$ cat src/rtl/systolic_feeder_2x2.sv
// Upstream sequencer for the 2x2 systolic array: weight load, skewed activation feed, drain, done.
// Optional bubble performance counter enabled by defining SF_PERF_CNT_EN.
module systolic_feeder_2x2 #(
  parameter int DATA_WIDTH = 16,
  parameter int A_ROWS     = 2,
  parameter int DRAIN_CYC  = 3
) (
  input  logic                  sf_clk,
  input  logic                  sf_rst,
  input  logic                  sf_start,
  input  logic                  sf_w_valid,
  output logic                  sf_w_ready,
  input  logic [DATA_WIDTH-1:0] sf_w_0,
  input  logic [DATA_WIDTH-1:0] sf_w_1,
  input  logic                  sf_a_valid,
  output logic                  sf_a_ready,
  input  logic [DATA_WIDTH-1:0] sf_a_0,
  input  logic [DATA_WIDTH-1:0] sf_a_1,
  output logic [DATA_WIDTH-1:0] sf_RD_0,
  output logic [DATA_WIDTH-1:0] sf_RD_1,
  output logic                  sf_load,
  output logic [DATA_WIDTH-1:0] sf_FDi_0,
  output logic [DATA_WIDTH-1:0] sf_FDi_1,
  output logic                  sf_busy,
`ifdef SF_PERF_CNT_EN
  output logic [15:0]           sf_bubble_cnt,
`endif
  output logic                  sf_done
);

  typedef enum logic [2:0] {S_IDLE, S_LOAD, S_FEED, S_DRAIN, S_DONE} state_t;

  localparam logic [7:0] A_LAST = 8'(A_ROWS - 1);
  localparam logic [7:0] D_LAST = 8'(DRAIN_CYC - 1);

  state_t                state_q, state_d;
  logic                  w_cnt_q, w_cnt_d;
  logic [7:0]            a_cnt_q, a_cnt_d;
  logic [7:0]            d_cnt_q, d_cnt_d;
  logic [DATA_WIDTH-1:0] rd0_q, rd0_d, rd1_q, rd1_d;
  logic [DATA_WIDTH-1:0] fdi0_q, fdi0_d, fdi1_q, fdi1_d;
  logic [DATA_WIDTH-1:0] skew_q, skew_d;
  logic                  load_q, load_d;
  logic                  w_ready_q, w_ready_d;
  logic                  a_ready_q, a_ready_d;
  logic                  busy_q, busy_d;
  logic                  done_q, done_d;
  logic                  w_hs, a_hs;
`ifdef SF_PERF_CNT_EN
  logic [15:0]           bub_q, bub_d;
`endif

  // Handshakes use the registered readies, i.e. what upstream saw this cycle.
  assign w_hs = sf_w_valid & w_ready_q;
  assign a_hs = sf_a_valid & a_ready_q;

  always_comb begin
    state_d = state_q;
    w_cnt_d = w_cnt_q;
    a_cnt_d = a_cnt_q;
    d_cnt_d = d_cnt_q;
    rd0_d   = rd0_q;
    rd1_d   = rd1_q;
    load_d  = 1'b0;
    fdi0_d  = '0;
    fdi1_d  = '0;
    skew_d  = '0;
`ifdef SF_PERF_CNT_EN
    bub_d   = bub_q;
`endif
    case (state_q)
      S_IDLE: begin
        if (sf_start) begin
          state_d = S_LOAD;
          w_cnt_d = 1'b0;
          a_cnt_d = '0;
          d_cnt_d = '0;
`ifdef SF_PERF_CNT_EN
          bub_d   = '0;
`endif
        end
      end
      S_LOAD: begin
        if (w_hs) begin
          rd0_d  = sf_w_0;
          rd1_d  = sf_w_1;
          load_d = 1'b1;
          if (w_cnt_q) state_d = S_FEED;
          else         w_cnt_d = 1'b1;
        end
      end
      S_FEED: begin
        // Column 1 lags column 0 by one cycle through the skew register.
        fdi1_d = skew_q;
        if (a_hs) begin
          fdi0_d = sf_a_0;
          skew_d = sf_a_1;
          if (a_cnt_q == A_LAST) begin
            state_d = S_DRAIN;
            d_cnt_d = '0;
          end else begin
            a_cnt_d = a_cnt_q + 8'd1;
          end
        end
`ifdef SF_PERF_CNT_EN
        else if (bub_q != 16'hFFFF) begin
          bub_d = bub_q + 16'd1;
        end
`endif
      end
      S_DRAIN: begin
        fdi1_d = skew_q;
        if (d_cnt_q == D_LAST) begin
          state_d = S_DONE;
          fdi1_d  = '0;
        end else begin
          d_cnt_d = d_cnt_q + 8'd1;
        end
      end
      S_DONE: begin
        state_d = S_IDLE;
        rd0_d   = '0;
        rd1_d   = '0;
      end
      default: state_d = S_IDLE;
    endcase
    w_ready_d = (state_d == S_LOAD);
    a_ready_d = (state_d == S_FEED);
    busy_d    = (state_d == S_LOAD) || (state_d == S_FEED) || (state_d == S_DRAIN);
    done_d    = (state_d == S_DONE);
  end

  always_ff @(posedge sf_clk) begin
    if (sf_rst) begin
      state_q   <= S_IDLE;
      w_cnt_q   <= 1'b0;
      a_cnt_q   <= '0;
      d_cnt_q   <= '0;
      rd0_q     <= '0;
      rd1_q     <= '0;
      fdi0_q    <= '0;
      fdi1_q    <= '0;
      skew_q    <= '0;
      load_q    <= 1'b0;
      w_ready_q <= 1'b0;
      a_ready_q <= 1'b0;
      busy_q    <= 1'b0;
      done_q    <= 1'b0;
`ifdef SF_PERF_CNT_EN
      bub_q     <= '0;
`endif
    end else begin
      state_q   <= state_d;
      w_cnt_q   <= w_cnt_d;
      a_cnt_q   <= a_cnt_d;
      d_cnt_q   <= d_cnt_d;
      rd0_q     <= rd0_d;
      rd1_q     <= rd1_d;
      fdi0_q    <= fdi0_d;
      fdi1_q    <= fdi1_d;
      skew_q    <= skew_d;
      load_q    <= load_d;
      w_ready_q <= w_ready_d;
      a_ready_q <= a_ready_d;
      busy_q    <= busy_d;
      done_q    <= done_d;
`ifdef SF_PERF_CNT_EN
      bub_q     <= bub_d;
`endif
    end
  end

  assign sf_w_ready = w_ready_q;
  assign sf_a_ready = a_ready_q;
  assign sf_RD_0    = rd0_q;
  assign sf_RD_1    = rd1_q;
  assign sf_load    = load_q;
  assign sf_FDi_0   = fdi0_q;
  assign sf_FDi_1   = fdi1_q;
  assign sf_busy    = busy_q;
  assign sf_done    = done_q;
`ifdef SF_PERF_CNT_EN
  assign sf_bubble_cnt = bub_q;
`endif

endmodule

$ cat config.mk
export PLATFORM = sky130hd
export DESIGN_NAME = systolic_feeder_2x2
export DESIGN_NICKNAME = d
export VERILOG_FILES = /design/src/rtl/systolic_feeder_2x2.sv
export SDC_FILE = /design/constraint.sdc
export NUM_CORES = 1
export LEC_CHECK = 0
export ABC_AREA = 0
export CAP_MARGIN = 20
export CORE_MARGIN = 10
export CORE_UTILIZATION = 47
export CTS_CLUSTER_DIAMETER = 60
export DETAILED_ROUTE_END_ITERATION = 8
export HOLD_SLACK_MARGIN = 0.06
export PLACE_DENSITY = 0.83
export SLEW_MARGIN = 20
export SYNTH_ARGS = -nofsm -noshare
export SYNTH_HDL_FRONTEND = slang
export SYNTH_SLANG_ARGS = --single-unit
$ cat constraint.sdc
create_clock -name sf_clk -period 3.05 [get_ports sf_clk]
set_input_delay 0.61 -clock sf_clk [delete_from_list [all_inputs] [get_ports sf_clk]]
set_output_delay 0.61 -clock sf_clk [all_outputs]
set_load 0.02 [all_outputs]
==> flow_summary_export.csv, run 1 <==
group,metric,value,unit
cells_and_area,syn_to_final_growth,44.9,%
pwr,p_comb_frac,0.077,
die,die_height,108,um
route,post-route-drc-count,0,
timing,finalCritPeriodShare,0.679,
pwr,swShare,0.240,
cells_and_area,drive_gt1_frac,0.0768,
synthesis,synth-seq-area-share,0.573,
timing,worst_hold_slack,0.426,ns
cells_and_area,final-seq-area,2100,um^2
place,gp_congestion,0.815,
cts,ctsHoldBuffers,0,
setup_path,crit_slowest_cell,"or4b_1",
setup_path,worstSetupEndpointType,"flip-flop",
synthesis,yosys.area.top_type_share,0.573,
setup_path,slowest_delay,0.49,ns
route,ant_nets,0,
cts,clock_latency,0.36,ns
setup_path,reg2reg_slack,0.98,ns
synthesis,syn_area,3670,um^2
pwr,p_per_area,448,nW/um^2
route,first_iter_violations,103,
synthesis,synthCells,381,
setup_path,required,3.33,ns
route,routed_via_density,4.91,
timing,drv_slew,0,
die,core_area,7650,um^2
timing,hold_viol,0,
setup_path,critPathMaxFanout,6,
route,drt-total-wl,9380,um
cts,htreeDepth,3,
pwr,p_seq_frac,0.586,
timing,post-route-min-period,2.07,ns
setup_path,cp_cell_sequence,"ha_1 -> or4b_1 -> nor2_1 -> nand2_1 -> a32oi_1 -> nor3b_1",
die,start_util,0.480,
cts,cts_root_buffer,"clkbuf_8",
cts,numCtsBuffers,9,
job,drv_cap,0,
synthesis,synth_warnings,0,
cells_and_area,fill_cells,595,
cells_and_area,nets,589,
cts,clock-sinks,105,
die,dieArea,11700,um^2
synthesis,synth_edf_count,0,
pwr,p_sw,571,uW
cells_and_area,multi_input_area,1460,um^2
grt,grt_max_degree,34,
cts,path_clk_slew,0.11,ns
synthesis,async_reset_ff_frac,0,
grt,grt_pass1_vias,3117,
synthesis,synth_top_area_cell,"dfxtp_1",
cells_and_area,antenna_cells,0,
synthesis,synth_flop_cell,"dfxtp_1",
setup_path,startpoint_type,"flip-flop",
synthesis,avgSynthCellArea,9.63,um^2
pwr,clkPwrFrac,0.337,
route,wl_per_cell,15.1,um
synthesis,synth_most_common_cell,"dfxtp_1",
pwr,leakage,0.00192,uW
timing,clock.fmax,483,MHz
setup_path,critical_path_class,"reg -> reg",
cts,post_cts_buffers,0,
grt,antenna_found_initial,0,
die,die_w,108,um
timing,slew_headroom,0.705,
synthesis,syn_nets,454,
synthesis,ys_seq_elements,105,
synthesis,synth_common_cells,"dfxtp_1 (105), nand2_1 (67), and2_1 (49), a21oi_1 (35), nor2_1 (21)",
timing,setup_viol,0,
synthesis,ys_types,46,
die,num_io_pins,138,
hold_path,hp-class,"reg -> reg",
run_status,outcome,"complete, no violations",
grt,grt.total_usage,0.156,
route,first_pass_iters,4,
cts,cts_max_path_buffers,2,
cts,ctsResizeCount,0,
timing,rsz0062_at_grt,"false",
pwr,vdd.ir_drop.worst,0.000299,V
setup_path,crit_arrival,2.35,ns
timing,skew,0.0128,ns
grt,grt_pass1_wl,14700,um
route,dr_total_vias,3058,
cts,cts_tree,"built",
place,port_buffers,137,
timing,fin_tns_setup,0,ns
place,post-dp-hpwl,7250,um
die,rows,32,
pwr,p_int,1810,uW
grt,gr-total-overflow,0,
synthesis,ys_top_cells_by_area,"dfxtp_1 (57%), and2_1 (8.4%), nand2_1 (6.9%)",
timing,worstMarginPinSlew,0.441,ns
-- sequential cells by signal, indices dropped and copies added, names as in the netlist, 3 cells and up --
register / cells
a_cnt_q: 8
sf_RD_0: 16
sf_RD_1: 16
state_q: 3
skew_q: 16
sf_FDi_0: 16
d_cnt_q: 8
sf_FDi_1: 16
-- layout make-up --
class,count,share of cell area
inverters,5,0.00353
clock buffers,9,0.0233
repair buffers,144,0.268
multi-input cells,251,0.275
well taps,102,0.0240
clock inverters,7,0.0113
flip-flops and latches,105,0.395
-- worst max-delay path, delay by kind of cell (launching register included) --
kind	cells	cell delay, ns
AO/OA/AOI/OAI	1	0.30
adder cells (fa/ha/maj)	1	0.17
flip-flops	1	0.43
AND/OR/NAND/NOR	4	1.10
-- final timing paths --
path / from / to / cells past startpoint
worst max-delay path: d_cnt_q[1] / sf_w_ready / 6
worst min-delay path: skew_q[12] / sf_FDi_1[12] / 1
worst max register to register: d_cnt_q[1] / sf_w_ready / 6
worst min register to register: skew_q[12] / sf_FDi_1[12] / 1
-- per-layer routing --
metal  vias to the layer above  global-route usage  share of wire
li1                       1517                   -              -
met1                      1403               0.155           0.39
met2                       122               0.267           0.48
met3                        16              0.0797           0.11
met4                         0              0.0678          0.022
met5                         -                   0              0
-- placed cells by master (no fill, tap or decap), types with 4 or more instances in the layout --
cell,n
a21oi_1,35
a21oi_2,5
and2_1,49
buf_4,7
clkbuf_8,9
clkdlybuf4s50_1,137
dfxtp_1,105
ha_1,4
inv_1,5
nand2_1,67
nand3_1,5
nor2_1,21
nor3_2,4
o21ai_0,4
or3_1,5
xor2_1,6
-- per-stage QoR --
step                area, um^2  power, uW  std cells   util  setup slack, ns
floorplan                 3670       1490        381      -             1.18
global placement          5130       1610        607  0.671            0.696
detailed placement        5130       1610        607  0.671            0.661
CTS                       5320       2410        623  0.695             1.01
global route              5320       2470        623  0.695            0.790
finish                    5320       2380        623  0.695            0.980
-- kinds of logic after synthesis --
| group | count (synthesis) | synth area share |
|---|---|---|
| and+or+nand+nor | 177 | 0.257 |
| buffers and inverters | 25 | 0.0293 |
| adders and majority gates | 4 | 0.0136 |
| xor gates and xnor gates | 9 | 0.0215 |
| DFF | 105 | 0.573 |
| AOI/OAI and AO/OA | 61 | 0.105 |
-- power by group through the flow --
stage               clock network (uW)  logic (uW)  registers (uW)
global placement                     0         181            1430
global route                       876         198            1400
detailed placement                   0         184            1430
finish                             802         183            1400
floorplan                            0        54.1            1440
CTS                                826         185            1400
(Power assumes the default switching activity.)
==> run 2: changes to the inputs <==
Settings changed: CORE_UTILIZATION 47 to 44, PLACE_DENSITY 0.83 to 0.79.
Clock period 3.05 ns to 1.93 ns, I/O delays scaled along.
==> flow_summary_export.csv, run 2 (synthesis results as in run 1) <==
group,metric,value,unit
run_status,outcome,"complete, no violations",
grt,grt_pass1_vias,3186,
cts,clock_latency,0.36,ns
setup_path,critical_path.top_delay_family,"simple AND/OR/NAND/NOR gates",
hold_path,min_path_cells,1,
grt,grtUsageMet3,0.0958,
cts,path_clk_slew,0.11,ns
job,drv_cap,0,
cts,htreeDepth,3,
timing,slew_headroom,0.720,
setup_path,cp_common_cell,"buf_4",
pwr,p_per_area,716,nW/um^2
timing,drv_slew,0,
timing,setup_viol,0,
die,die_height,111,um
route,first_pass_iters,4,
setup_path,required,2.19,ns
cts,clock-sinks,105,
setup_path,cp_cell_sequence,"inv_1 -> ha_1 -> or4b_4 -> nor2_2 -> buf_4 -> a211oi_1 -> buf_4 -> and2_1",
grt,antenna_found_initial,0,
place,post-dp-hpwl,7290,um
die,num_io_pins,138,
grt,grt_use_met2,0.238,
die,die_w,111,um
setup_path,worstSetupEndpointType,"flip-flop",
place,postPlaceCellArea,5260,um^2
setup_path,critPathBufInv,3,
hold_path,hp-class,"reg -> reg",
place,port_buffers,137,
timing,skew,0.0101,ns
grt,met1_usage,0.148,
cells_and_area,nets,601,
cts,cts_max_path_buffers,2,
grt,grt_max_degree,33,
timing,worstMarginPinSlew,0.420,ns
setup_path,crit_slowest_cell,"or4b_4",
cells_and_area,stdcell_area,5510,um^2
timing,worst_hold_slack,0.426,ns
cells_and_area,drive_gt1_frac,0.109,
die,rows,33,
route,first_iter_violations,118,
cts,cts_tree,"built",
die,core_area,8180,um^2
cts,cts_root_buffer,"clkbuf_8",
timing,clock.fmax,544,MHz
setup_path,critical_path_class,"reg -> reg",
grt,busiest_layer,"met2",
setup_path,rr_worst_depth,8,
route,dr_total_vias,3087,
grt,grt.total_usage,0.146,
setup_path,slowest_delay,0.48,ns
cells_and_area,antenna_cells,0,
place,gp_congestion,0.794,
route,wl_per_cell,14.8,um
cts,numCtsBuffers,9,
setup_path,cp.depth,8,
die,start_util,0.449,
setup_path,startpoint_type,"flip-flop",
pwr,leakage,0.00201,uW
setup_path,critPathMaxFanout,16,
route,ant_nets,0,
setup_path,crit_arrival,2.10,ns
cells_and_area,syn_to_final_growth,50.2,%
timing,post-route-min-period,1.84,ns
grt,gr-total-overflow,0,
grt,grt_pass1_wl,15100,um
pwr,vdd.ir_drop.worst,0.000481,V
route,post-route-drc-count,0,
route,drt-total-wl,9470,um
die,dieArea,12400,um^2
cells_and_area,final_common_cell,"clkdlybuf4s50_1",
timing,finalCritPeriodShare,0.953,
route,routed_via_density,4.84,
timing,hold_viol,0,
cells_and_area,final_cell_mix,"clkdlybuf4s50_1 (137), dfxtp_1 (105), nand2_1 (67), and2_1 (49), a21oi_1 (35)",
[run 2: changes by cell type in the layout (fill, tap and decap cells not counted), sizes merged]
cell    delta
clkinv     -1
buf       +12
bufinv     +1
[run 2: metal layers]
layer	routed length (um)	vias to the layer above	share of wire
met5	0	-	0
met1	3690	1402	0.39
met2	4290	126	0.45
met3	1330	13	0.14
li1	-	1546	-
met4	162	0	0.017
[run 2: through the flow]
stage	power, uW	instances	utilization	TNS (ns)	worst slack [ns]
final	3950	638	0.674	0	0.0911
after global routing	4110	638	0.674	-0.0414	-0.0103
after floorplan	2350	381	-	0	0.121
after detailed placement	2560	621	0.643	-0.865	-0.180
after CTS	4000	638	0.671	0	0.00905
after global placement	2560	621	0.643	-0.476	-0.107
[run 2: cell type report]
class | instances | area, um^2
Clock buffer | 9 | 124
Multi-Input combinational cell | 251 | 1490
Fill cell | 662 | 2670
Sequential cell | 105 | 2100
Clock inverter | 7 | 95.1
Timing Repair Buffer | 156 | 1550
Inverter | 5 | 18.8
Tap cell | 105 | 131
[run 2: repair_timing]
action | 4_1_cts | 5_1_grt
gates resized for setup | 0 | 6
hold buffers | 0 | 0
pin swaps | 0 | 2
buffers inserted | 1 | 0
setup endpoints to repair | 4 | 23
[run 2: final timing paths]
check | start | end | slack, ns
setup / recovery | d_cnt_q[0] | sf_FDi_1[5] | 0.09
hold / removal | skew_q[6] | sf_FDi_1[6] | 0.43
setup reg to reg | d_cnt_q[0] | sf_FDi_1[5] | 0.09
hold reg to reg | skew_q[6] | sf_FDi_1[6] | 0.43
[run 2: power by group]
| group | internal [uW] | switching, uW | total [uW] |
|---|---|---|---|
| clock network | 640 | 788 | 1430 |
| logic | 197 | 119 | 316 |
| registers | 2190 | 16.2 | 2200 |
[run 2: worst reg2reg max path: cells and delay by family (launching register included)]
kind,cells,cell delay [ns]
simple gates,3,0.77
buf+inv,3,0.41
flops,1,0.32
fa+ha+maj,1,0.15
compound gates,1,0.10
